<file path="src/rtl/block_sync_rx.sv">
// 64b/66b receive block-lock controller: hunts for sync-header alignment by
// slipping the RX gearbox, then holds lock until too many headers go bad.
module block_sync_rx #(
    parameter int HEAD_W     = 2,
    parameter int SH_CNT_MAX = 64,
    parameter int SH_INV_MAX = 16,
    parameter int SLIP_WAIT  = 2
) (
    input  logic              clk,
    input  logic              reset,
    input  logic              signal_ok_i,
    input  logic              valid_i,
    input  logic [HEAD_W-1:0] head_i,
    output logic              slip_v_o,
    output logic              lock_v_o
);

    localparam int CNT_W  = $clog2(SH_CNT_MAX + 1);
    localparam int WAIT_W = $clog2(SLIP_WAIT + 1);

    localparam logic [1:0] ST_UNLOCK = 2'd0;
    localparam logic [1:0] ST_SLIP   = 2'd1;
    localparam logic [1:0] ST_LOCK   = 2'd2;

    logic [1:0]        state_q, state_d;
    logic [CNT_W-1:0]  sh_cnt_q, sh_cnt_d;
    logic [CNT_W-1:0]  inv_cnt_q, inv_cnt_d;
    logic [WAIT_W-1:0] wait_cnt_q, wait_cnt_d;
    logic              slip_q, slip_d;
    logic              lock_q;

    logic              sh_ok;
    logic [CNT_W-1:0]  sh_cnt_inc;
    logic [CNT_W-1:0]  inv_cnt_inc;

    // Only the two transition patterns 01/10 mark a legal 66b sync header.
    assign sh_ok       = (head_i == HEAD_W'(1)) || (head_i == HEAD_W'(2));
    assign sh_cnt_inc  = sh_cnt_q + CNT_W'(1);
    assign inv_cnt_inc = inv_cnt_q + (sh_ok ? CNT_W'(0) : CNT_W'(1));

    always_comb begin
        // NOTE: every next-state signal gets a hold default first, so no path leaves it unassigned and no latch is inferred.
        state_d    = state_q;
        sh_cnt_d   = sh_cnt_q;
        inv_cnt_d  = inv_cnt_q;
        wait_cnt_d = wait_cnt_q;
        slip_d     = 1'b0;

        if (!signal_ok_i) begin
            state_d    = ST_UNLOCK;
            sh_cnt_d   = '0;
            inv_cnt_d  = '0;
            wait_cnt_d = '0;
        end else if (valid_i) begin
            case (state_q)
                ST_UNLOCK: begin
                    if (!sh_ok) begin
                        state_d  = ST_SLIP;
                        slip_d   = 1'b1;
                        sh_cnt_d = '0;
                    end else if (sh_cnt_inc == CNT_W'(SH_CNT_MAX)) begin
                        state_d  = ST_LOCK;
                        sh_cnt_d = '0;
                    end else begin
                        sh_cnt_d = sh_cnt_inc;
                    end
                end
                ST_SLIP: begin
                    // Headers here still reflect the pre-slip alignment, so they are only counted off.
                    if (wait_cnt_q == WAIT_W'(SLIP_WAIT - 1)) begin
                        state_d    = ST_UNLOCK;
                        wait_cnt_d = '0;
                        sh_cnt_d   = '0;
                        inv_cnt_d  = '0;
                    end else begin
                        wait_cnt_d = wait_cnt_q + WAIT_W'(1);
                    end
                end
                ST_LOCK: begin
                    // Invalid limit is tested first so a coincident window end still slips.
                    if (inv_cnt_inc == CNT_W'(SH_INV_MAX)) begin
                        state_d   = ST_SLIP;
                        slip_d    = 1'b1;
                        sh_cnt_d  = '0;
                        inv_cnt_d = '0;
                    end else if (sh_cnt_inc == CNT_W'(SH_CNT_MAX)) begin
                        sh_cnt_d  = '0;
                        inv_cnt_d = '0;
                    end else begin
                        sh_cnt_d  = sh_cnt_inc;
                        inv_cnt_d = inv_cnt_inc;
                    end
                end
                default: begin
                    state_d    = ST_UNLOCK;
                    sh_cnt_d   = '0;
                    inv_cnt_d  = '0;
                    wait_cnt_d = '0;
                end
            endcase
        end
    end

    always_ff @(posedge clk) begin
        // NOTE: state updates use non-blocking assignments so every register samples pre-edge values.
        if (reset) begin
            state_q    <= ST_UNLOCK;
            sh_cnt_q   <= '0;
            inv_cnt_q  <= '0;
            wait_cnt_q <= '0;
            slip_q     <= 1'b0;
            lock_q     <= 1'b0;
        end else begin
            state_q    <= state_d;
            sh_cnt_q   <= sh_cnt_d;
            inv_cnt_q  <= inv_cnt_d;
            wait_cnt_q <= wait_cnt_d;
            slip_q     <= slip_d;
            lock_q     <= (state_d == ST_LOCK);
        end
    end

    assign slip_v_o = slip_q;
    assign lock_v_o = lock_q;

endmodule

</file>
<file path="config.mk">
export PLATFORM = sky130hd
export DESIGN_NAME = block_sync_rx
export DESIGN_NICKNAME = d
export VERILOG_FILES = /design/src/rtl/block_sync_rx.sv
export SDC_FILE = /design/constraint.sdc
export NUM_CORES = 1
export LEC_CHECK = 0
export ABC_AREA = 1
export BUFFER_PORTS_ARGS = -buffer_cell sky130_fd_sc_hd__buf_2
export CAP_MARGIN = 20
export CORE_MARGIN = 4
export CORE_UTILIZATION = 58
export CTS_CLUSTER_DIAMETER = 120
export DETAILED_ROUTE_END_ITERATION = 7
export HOLD_SLACK_MARGIN = 0.02
export PLACE_DENSITY = 0.84
export RECOVER_POWER = 100
export REMOVE_ABC_BUFFERS = 1
export SETUP_SLACK_MARGIN = 0.15
export SYNTH_ARGS = -nofsm -noshare
export SYNTH_HDL_FRONTEND = slang
export SYNTH_SLANG_ARGS = --single-unit
</file>
<file path="constraint.sdc">
create_clock -name clk -period 2.2 [get_ports clk]
set_input_delay 0.22 -clock clk [delete_from_list [all_inputs] [get_ports clk]]
set_output_delay 0.22 -clock clk [all_outputs]
set_load 0.01 [all_outputs]
</file>
==> impl_metrics.yaml, run 1 <==
die:
  core_area_sq_mm: 0.00182
  initial_core_util_pct: 64.3
  dieWidth_um: 52.9
  ioPinCount: 8
  rows: 15
  die_y_um: 52.9
  dieArea_sq_mm: 0.00280
pwr:
  swShare_pct: 23.9
  switching_power_uw: 152
  pwr-share-seq_pct: 57.9
  leakagePower_nw: 0.492
  pwr-share-clk_pct: 32.3
  comb_power_share_pct: 9.8
  p_per_area_mw_per_mm2: 518
  irDropWorstVdd_v: 0.000449
  p_int_uw: 486
clocking:
  clock_path_buffers: 2
  cts_setup_buffers: 0
  cts_tree: "built"
  clk_latency_ns: 0.29
  hold_buffers: 0
  root_buffer: "clkbuf_4"
  post_cts_resized: 0
  cts-htree-levels: 1
  clock-sinks: 20
  path_clk_slew_ns: 0.11
  numCtsBuffers: 3
cells_and_area:
  syn_to_final_growth_pct: 5.23
  drive_gt1_share_pct: 12.6
  final_design_area_no_fill_sq_mm: 0.00123
  multi_input_area_sq_um: 638
  nNetsFinal: 192
  ff_latch_area_sq_um: 400
  layout.cells.non_filler: 207
  antennaDiodeCount: 0
  fill_cells: 171
sta:
  setup_viol: 0
  finClkSkew_ns: 0.000780
  finalCriticalPeriod_ns: 1.96
  timing.slew.headroom_pct: 64.4
  slew_violations: 0
  fmax_mhz: 511
  period_share_pct: 88.9
  finalSetupTns_ns: 0
  tightest_slew_ns: 0.534
  rsz0062_at_grt: "no"
  hold_viol: 0
setup_path:
  crit_family: "simple AND/OR/NAND/NOR gates"
  worstPathArrival_ns: 2.12
  reg2reg_to: "sh_cnt_q[3]$_SDFFE_PP0P_"
  rrSetupSlack_ns: 0.24
  end_kind: "flip-flop"
  cp-start-kind: "flip-flop"
  cp.required_ns: 2.36
  cp_num_buf_inv: 0
  path_class: "reg -> reg"
  r2r_start: "inv_cnt_q[0]$_SDFFE_PP0P_"
  worst_path_max_delay_cell: "dfxtp_1"
  path_max_fanout: 7
  cp-startpoint: "inv_cnt_q[0]$_SDFFE_PP0P_"
  rr_worst_depth: 11
  slowest_delay_ns: 0.33
  worstPathCellList: "ha_1 -> ha_1 -> or2_2 -> nor2_1 -> nand2_1 -> nor2_1 -> nand2_2 -> nand2_1 -> nand2_4 -> nand3_1 -> a21oi_1"
worst_hold_path:
  holdPathEnd: "state_q[0]$_SDFF_PP0_"
  hold_start: "reset"
  hold_path_class: "in -> reg"
  hold_depth: 2
route:
  wl_per_cell_um: 10.6
  dr_total_vias: 1090
  ant_nets: 0
  drt_iter0_drc: 30
  drc_errors: 0
  dr.pass1.iters: 4
  routed_wl_um: 2200
  via_per_inst: 5.27
global_routing:
  grt_use_met3_pct: 2.54
  gr-usage-met1_pct: 21.7
  grt_antenna_before_repair: 0
  grt_pass1_wl_um: 3840
  busiest_layer: "met2"
  grtUsageMet2_pct: 32.6
  grt.overflow.total: 0
  grt_pass1_vias: 997
  grt_max_degree: 17
  grt_usage_pct: 18.4
logic_synthesis:
  yosysMostFrequentCell: "nand2_1"
  yosysTopAreaCell: "dfxtp_1"
  synth_area_per_cell_sq_um: 6.77
  ys_async_sr_fraction_pct: 0
  synth_common_cells: "nand2_1 (37), inv_1 (23), dfxtp_1 (20), nor2_1 (20), a21oi_1 (16)"
  ys_seq_area_share_pct: 34.2
  synthCells: 173
  yosysTopAreaCellShare_pct: 34.2
  ys_ff_latch: 20
  syn_area_sq_mm: 0.00117
  synth_warnings: 0
  ys_top_cells_by_area: "dfxtp_1 (34%), nand2_1 (12%), inv_1 (7.4%), a21oi_1 (6.8%), nor2_1 (6.4%)"
  ys_types: 27
  synth_edf_count: 0
  synth_flop_cell: "dfxtp_1"
place:
  gp_congestion: 0.806
  placed_cells: 203
  place_hpwl_um: 1690
  port_buffers: 7
  place_area_sq_mm: 0.00122
job:
  cap_violations: 0
run_status:
  outcome: "finished clean"
==> power by group through the flow <==
stage / sequential (mW) / clock (mW) / combinational [mW]
after CTS: 0.370 / 0.215 / 0.0638
after global placement: 0.378 / 0 / 0.0615
after detailed placement: 0.378 / 0 / 0.0635
after floorplan: 0.378 / 0 / 0.0453
after global routing: 0.371 / 0.228 / 0.0713
final: 0.370 / 0.206 / 0.0624
==> how the worst max path moves through the flow <==
| stage | end | slack (ns) | depth (start not counted) |
|---|---|---|---|
| floorplan | sh_cnt_q[4]$_SDFFE_PP0P_ | 0.30 | 13 |
| global placement | sh_cnt_q[4]$_SDFFE_PP0P_ | 0.11 | 14 |
| detailed placement | sh_cnt_q[3]$_SDFFE_PP0P_ | 0.05 | 14 |
| CTS | sh_cnt_q[3]$_SDFFE_PP0P_ | 0.29 | 11 |
| global route | sh_cnt_q[4]$_SDFFE_PP0P_ | 0.11 | 11 |
| finish | sh_cnt_q[3]$_SDFFE_PP0P_ | 0.24 | 11 |
==> routing by layer <==
| metal | up-vias | wire length [um] |
|---|---|---|
| met5 | - | 0 |
| met4 | 0 | 17 |
| met3 | 2 | 63 |
| met2 | 11 | 1080 |
| met1 | 505 | 1040 |
| li1 | 572 | - |
==> flip-flops by register name (all words and copies together) (netlist names) <==
register / cells
wait_cnt_q: 2
state_q: 2
slip_v_o: 1
inv_cnt_q: 7
lock_v_o: 1
sh_cnt_q: 7
==> worst reg2reg max path: cells and delay by family, from the launching register on <==
family | cells | cell delay, ns
AND/OR/NAND/NOR | 8 | 0.92
adder cells (fa/ha/maj) | 2 | 0.51
flip-flops | 1 | 0.33
AO/OA/AOI/OAI | 1 | 0.07
==> through the flow <==
step | hold slack [ns] | total power [mW] | setup WS, ns | util (%)
CTS | 0.0687 | 0.648 | 0.285 | 69.0
floorplan | 0.292 | 0.423 | 0.299 | -
detailed placement | 0.394 | 0.442 | 0.0548 | 67.0
global route | 0.0786 | 0.671 | 0.114 | 67.7
finish | 0.0808 | 0.638 | 0.243 | 67.7
global placement | 0.395 | 0.440 | 0.107 | 67.0
==> cell families after synthesis <==
logic type / after synthesis / synth area share (%)
compound gates: 25 / 11.9
xor+xnor: 3 / 2.24
fa+ha+maj: 3 / 3.21
buf+inv: 27 / 9.51
flops: 20 / 34.2
simple gates: 95 / 39.0
==> placed cells by master, fill, tap and decap left out, drive strengths merged, types with 2 or more instances in the layout <==
cell     n
buf      5
nand4    8
nand3   15
a21oi   18
ha       3
xor2     2
dfxtp   20
inv     24
nor2    25
o21ai    4
clkbuf   6
nand2   45
==> layout make-up <==
type	count	area share [%]
multi-input cells	126	51.8
flip-flops and latches	20	32.5
inverters	25	7.61
clock buffers	4	2.94
repair buffers	7	2.64
well taps	25	2.54
Power figures use the tool's default switching activity.
==> run 2: changes to the inputs <==
Settings changed: REMOVE_ABC_BUFFERS 1 to unset, SLEW_MARGIN set to 20.
==> run 2 against run 1 <==
Cell count unchanged. Sequential share of layout area decreased by 0.42 points. Utilization increased by 0.89 points. Via count increased by 3.3%. Critical endpoint is now sh_cnt_q[4]$_SDFFE_PP0P_. Largest power group unchanged.
==> impl_metrics.yaml, run 2 (same netlist as run 1, synthesis figures left out) <==
run_status:
  outcome: "finished clean"
place:
  port_buffers: 7
  gp_congestion: 0.809
  dp_slack_ns: -0.0167
  place_area_sq_mm: 0.00122
  place_hpwl_um: 1780
clocking:
  hold_buffers: 0
  path_clk_slew_ns: 0.12
  clk_latency_ns: 0.31
  clock_path_buffers: 2
  cts_setup_buffers: 0
  cts-htree-levels: 1
  numCtsBuffers: 3
  clock-sinks: 20
  cts_tree: "built"
  post_cts_resized: 0
  root_buffer: "clkbuf_4"
global_routing:
  grt_usage_pct: 20.6
  grt_max_degree: 17
  grt.overflow.total: 0
  grt_pass1_vias: 1069
  grt_antenna_before_repair: 0
  grt_pass1_wl_um: 4270
cells_and_area:
  final_common_cell: "nand2_1"
  nNetsFinal: 192
  drive_gt1_share_pct: 12.6
  final_design_area_no_fill_sq_mm: 0.00125
  fill_cells: 165
  largestRegisters: "inv_cnt_q (7), sh_cnt_q (7)"
  syn_to_final_growth_pct: 6.62
  antennaDiodeCount: 0
  layout_common_cells: "nand2_1 (39), inv_1 (24), nor2_1 (21)"
  final_util_pct: 68.6
route:
  ant_nets: 0
  dr.pass1.iters: 4
  drc_errors: 0
  wl_per_cell_um: 11.5
  drt_iter0_drc: 32
  routed_wl_um: 2370
  via_per_inst: 5.44
  dr_total_vias: 1126
setup_path:
  end_kind: "flip-flop"
  worst_path_max_delay_cell: "dfxtp_1"
  worstPathCellList: "ha_1 -> ha_1 -> or2_2 -> nor2_1 -> nand2_1 -> nor2_1 -> nand2_2 -> nand2_1 -> nand2_4 -> nand3_1 -> a21oi_2"
  cp-start-kind: "flip-flop"
  r2r_start: "inv_cnt_q[0]$_SDFFE_PP0P_"
  path_class: "reg -> reg"
  crit_family: "simple AND/OR/NAND/NOR gates"
  rrSetupSlack_ns: 0.21
  cp_num_buf_inv: 0
  reg2reg_to: "sh_cnt_q[4]$_SDFFE_PP0P_"
  cp.required_ns: 2.39
  path_max_fanout: 7
  rr_worst_depth: 11
  worstPathArrival_ns: 2.18
  slowest_delay_ns: 0.34
die:
  rows: 15
  initial_core_util_pct: 64.3
  die_y_um: 52.9
  ioPinCount: 8
  core_area_sq_mm: 0.00182
  dieArea_sq_mm: 0.00280
  dieWidth_um: 52.9
worst_hold_path:
  holdPathEnd: "state_q[0]$_SDFF_PP0_"
  hold_depth: 2
  hold_start: "reset"
  hold_path_class: "in -> reg"
pwr:
  irDropWorstVdd_v: 0.000475
  p_per_area_mw_per_mm2: 592
  leakagePower_nw: 0.499
sta:
  hold_viol: 0
  holdWs_ns: 0.0666
  finClkSkew_ns: 0.00724
  slew_violations: 0
  period_share_pct: 90.3
  setup_slack_ns: 0.213
  fmax_mhz: 503
  timing.slew.headroom_pct: 66.0
  finalCriticalPeriod_ns: 1.99
  rsz0062_at_grt: "no"
  setup_viol: 0
  tightest_slew_ns: 0.509
job:
  cap_violations: 0
logic_synthesis:
  synth_nets: 182
[run 2: worst reg2reg max path: stages (launching register included)]
cell and delay, ns:
dfxtp_1 0.34, ha_1 0.22, ha_1 0.30, or2_2 0.27
nor2_1 0.10, nand2_1 0.06, nor2_1 0.15, nand2_2 0.07
nand2_1 0.12, nand2_4 0.09, nand3_1 0.09, a21oi_2 0.05
[run 2: where the power goes]
part	leakage (nW)	internal (mW)	total (mW)	switching, mW
logic	0.309	0.0193	0.0628	0.0434
registers	0.161	0.366	0.370	0.00402
clock network	0.0279	0.184	0.307	0.123
[run 2: worst max path at each step]
stage / from / to / slack (ns) / cells past startpoint
2_1_floorplan: head_i[0] / sh_cnt_q[1]$_SDFFE_PP0P_ / 0.31 / 13
3_3_place_gp: head_i[1] / sh_cnt_q[4]$_SDFFE_PP0P_ / 0.10 / 14
3_5_place_dp: head_i[1] / sh_cnt_q[2]$_SDFFE_PP0P_ / -0.02 / 14
4_1_cts: inv_cnt_q[0]$_SDFFE_PP0P_ / sh_cnt_q[2]$_SDFFE_PP0P_ / 0.25 / 11
5_1_grt: sh_cnt_q[0]$_SDFFE_PP0P_ / inv_cnt_q[3]$_SDFFE_PP0P_ / 0.12 / 10
6_report: inv_cnt_q[0]$_SDFFE_PP0P_ / sh_cnt_q[4]$_SDFFE_PP0P_ / 0.21 / 11
[run 2: layout make-up]
cell class | instances | area [sq um] | area share (%)
tap | 25 | 31.3 | 2.51
multi-input combinational | 126 | 638 | 51.1
clock buffer | 3 | 22.5 | 1.80
sequential | 20 | 400 | 32.1
inverter | 25 | 93.8 | 7.52
timing repair buffer | 7 | 32.5 | 2.61
clock inverter | 1 | 30.0 | 2.40
[run 2: stage by stage]
step           TNS (ns)  total power [mW]  std cells
2_1_floorplan         0             0.426        173
3_3_place_gp          0             0.440        203
3_5_place_dp    -0.0531             0.442        203
4_1_cts               0             0.743        207
5_1_grt               0             0.770        207
6_report              0             0.740        207
[run 2: metal layers]
metal  global-route usage [%]  routed length, um
met1                     23.7               1040
met2                     37.2               1170
met3                     4.23                117
met4                     7.23                 44
met5                        0                  0
==> run 3: changes to the inputs <==
Settings changed: GPL_TIMING_DRIVEN set to 0.
==> run 3 against run 2 <==
Critical path depth unchanged. Wire length grew 2.1%. Maximum frequency is 5.0% higher. First-iteration DRC count shrank 56%. Power decreased by 18%. Register-to-register slack gained 0.09 ns. Critical endpoint is now sh_cnt_q[0]$_SDFFE_PP0P_.
==> impl_metrics.yaml, run 3 (same netlist as run 1, synthesis figures left out) <==
clocking:
  clock_path_buffers: 2
  clk_latency_ns: 0.30
  clock-sinks: 20
  root_buffer: "clkbuf_4"
  numCtsBuffers: 3
  cts_setup_buffers: 0
  hold_buffers: 0
  post_cts_resized: 0
  path_clk_slew_ns: 0.11
  cts_tree: "built"
  cts-htree-levels: 1
sta:
  period_share_pct: 86.0
  setup_slack_ns: 0.307
  finClkSkew_ns: 0.00599
  slew_violations: 0
  timing.slew.headroom_pct: 69.1
  tightest_slew_ns: 0.464
  setup_viol: 0
  holdWs_ns: 0.0783
  finalSetupTns_ns: 0
  hold_viol: 0
  finalCriticalPeriod_ns: 1.89
  rsz0062_at_grt: "no"
  fmax_mhz: 528
setup_path:
  cp.required_ns: 2.38
  worstPathCellList: "ha_1 -> ha_4 -> or2_2 -> nor2_1 -> nand2_1 -> nor2_1 -> nand2_2 -> nand2_4 -> nand2_4 -> nand3_1 -> a21oi_1"
  worst_path_max_delay_cell: "dfxtp_1"
  rrSetupSlack_ns: 0.31
  path_class: "reg -> reg"
  r2r_start: "inv_cnt_q[0]$_SDFFE_PP0P_"
  slowest_delay_ns: 0.33
  cp-start-kind: "flip-flop"
  end_kind: "flip-flop"
  path_max_fanout: 7
  rr_worst_depth: 11
  reg2reg_to: "sh_cnt_q[0]$_SDFFE_PP0P_"
  worstPathArrival_ns: 2.07
route:
  dr.pass1.iters: 4
  routed_wl_um: 2420
  wl_per_cell_um: 11.6
  drc_errors: 0
  via_per_inst: 5.42
  dr_total_vias: 1128
  ant_nets: 0
  drt_iter0_drc: 14
global_routing:
  busiest_layer: "met2"
  grt_antenna_before_repair: 0
  grt_max_degree: 11
  grt_use_met3_pct: 5.07
  gr-usage-met1_pct: 26.1
  grt_pass1_wl_um: 4200
  grt.overflow.total: 0
  grt_pass1_vias: 1006
  grt_usage_pct: 20.4
  grtUsageMet2_pct: 32.6
pwr:
  pwr-share-seq_pct: 60.5
  leakagePower_nw: 0.484
  pwr-share-clk_pct: 28.6
  p_per_area_mw_per_mm2: 485
  irDropWorstVdd_v: 0.000414
  comb_power_share_pct: 10.9
  p_int_uw: 450
  swShare_pct: 26.1
  switching_power_uw: 159
job:
  cap_violations: 0
cells_and_area:
  final_common_cell: "nand2_1"
  largestRegisters: "inv_cnt_q (7), sh_cnt_q (7)"
  fill_cells: 156
  drive_gt1_share_pct: 14.2
  antennaDiodeCount: 0
  syn_to_final_growth_pct: 7.16
  layout_common_cells: "nand2_1 (38), inv_1 (23), nor2_1 (21)"
  nNetsFinal: 194
run_status:
  outcome: "finished clean"
die:
  rows: 15
  dieWidth_um: 52.9
  core_area_sq_mm: 0.00182
  dieArea_sq_mm: 0.00280
  initial_core_util_pct: 64.3
  ioPinCount: 8
  die_y_um: 52.9
worst_hold_path:
  hold_start: "reset"
  holdPathEnd: "state_q[0]$_SDFF_PP0_"
  hold_depth: 2
  hold_path_class: "in -> reg"
place:
  gp_congestion: 0.816
  dp_slack_ns: 0.0505
  port_buffers: 7
  place_hpwl_um: 1740
logic_synthesis:
  synth_nets: 182
[run 3: worst max-delay path by stage]
stage / start / end / slack (ns) / cells past startpoint
6_report: inv_cnt_q[0]$_SDFFE_PP0P_ / sh_cnt_q[0]$_SDFFE_PP0P_ / 0.31 / 11
5_1_grt: inv_cnt_q[0]$_SDFFE_PP0P_ / state_q[0]$_SDFF_PP0_ / 0.14 / 10
4_1_cts: inv_cnt_q[0]$_SDFFE_PP0P_ / sh_cnt_q[6]$_SDFFE_PP0P_ / 0.27 / 11
3_5_place_dp: head_i[1] / sh_cnt_q[6]$_SDFFE_PP0P_ / 0.05 / 14
3_3_place_gp: head_i[1] / sh_cnt_q[3]$_SDFFE_PP0P_ / 0.08 / 14
2_1_floorplan: head_i[0] / sh_cnt_q[1]$_SDFFE_PP0P_ / 0.31 / 13
[run 3: power groups by stage]
| stage | clock (mW) | combinational (mW) | sequential (mW) |
|---|---|---|---|
| 5_1_grt | 0.188 | 0.0760 | 0.368 |
| 6_report | 0.174 | 0.0665 | 0.368 |
| 2_1_floorplan | 0 | 0.0493 | 0.377 |
| 3_3_place_gp | 0 | 0.0673 | 0.376 |
| 3_5_place_dp | 0 | 0.0689 | 0.376 |
| 4_1_cts | 0.174 | 0.0693 | 0.368 |
[run 3: metal layers]
| metal | routed length (um) | part of all wire [%] | vias up |
|---|---|---|---|
| met1 | 1100 | 45 | 519 |
| met4 | 39 | 1.6 | 0 |
| li1 | - | - | 580 |
| met3 | 106 | 4.4 | 5 |
| met2 | 1180 | 49 | 24 |
| met5 | 0 | 0 | - |
[run 3: critical path: cells and delay by family, from the launching register on]
kind / cells / cell delay [ns]
AND/OR/NAND/NOR: 8 / 0.91
adder cells (fa/ha/maj): 2 / 0.47
flip-flops: 1 / 0.33
AO/OA/AOI/OAI: 1 / 0.06
[run 3: metrics by stage]
| stage | instances | util, % | power, mW | area [sq um] |
|---|---|---|---|---|
| floorplan | 173 | - | 0.426 | 1170 |
| global placement | 205 | 68.0 | 0.443 | 1240 |
| detailed placement | 205 | 68.0 | 0.445 | 1240 |
| CTS | 208 | 69.2 | 0.611 | 1260 |
| global route | 208 | 68.9 | 0.633 | 1250 |
| finish | 208 | 68.9 | 0.608 | 1250 |
[run 3: area by class of cell]
cell class | instances | area, sq um | area share (%)
buffer | 2 | 7.51 | 0.598
clock buffer | 3 | 22.5 | 1.79
inverter | 25 | 93.8 | 7.48
tap | 25 | 31.3 | 2.49
sequential | 20 | 400 | 31.9
multi-input combinational | 126 | 667 | 53.1
timing repair buffer | 7 | 32.5 | 2.59
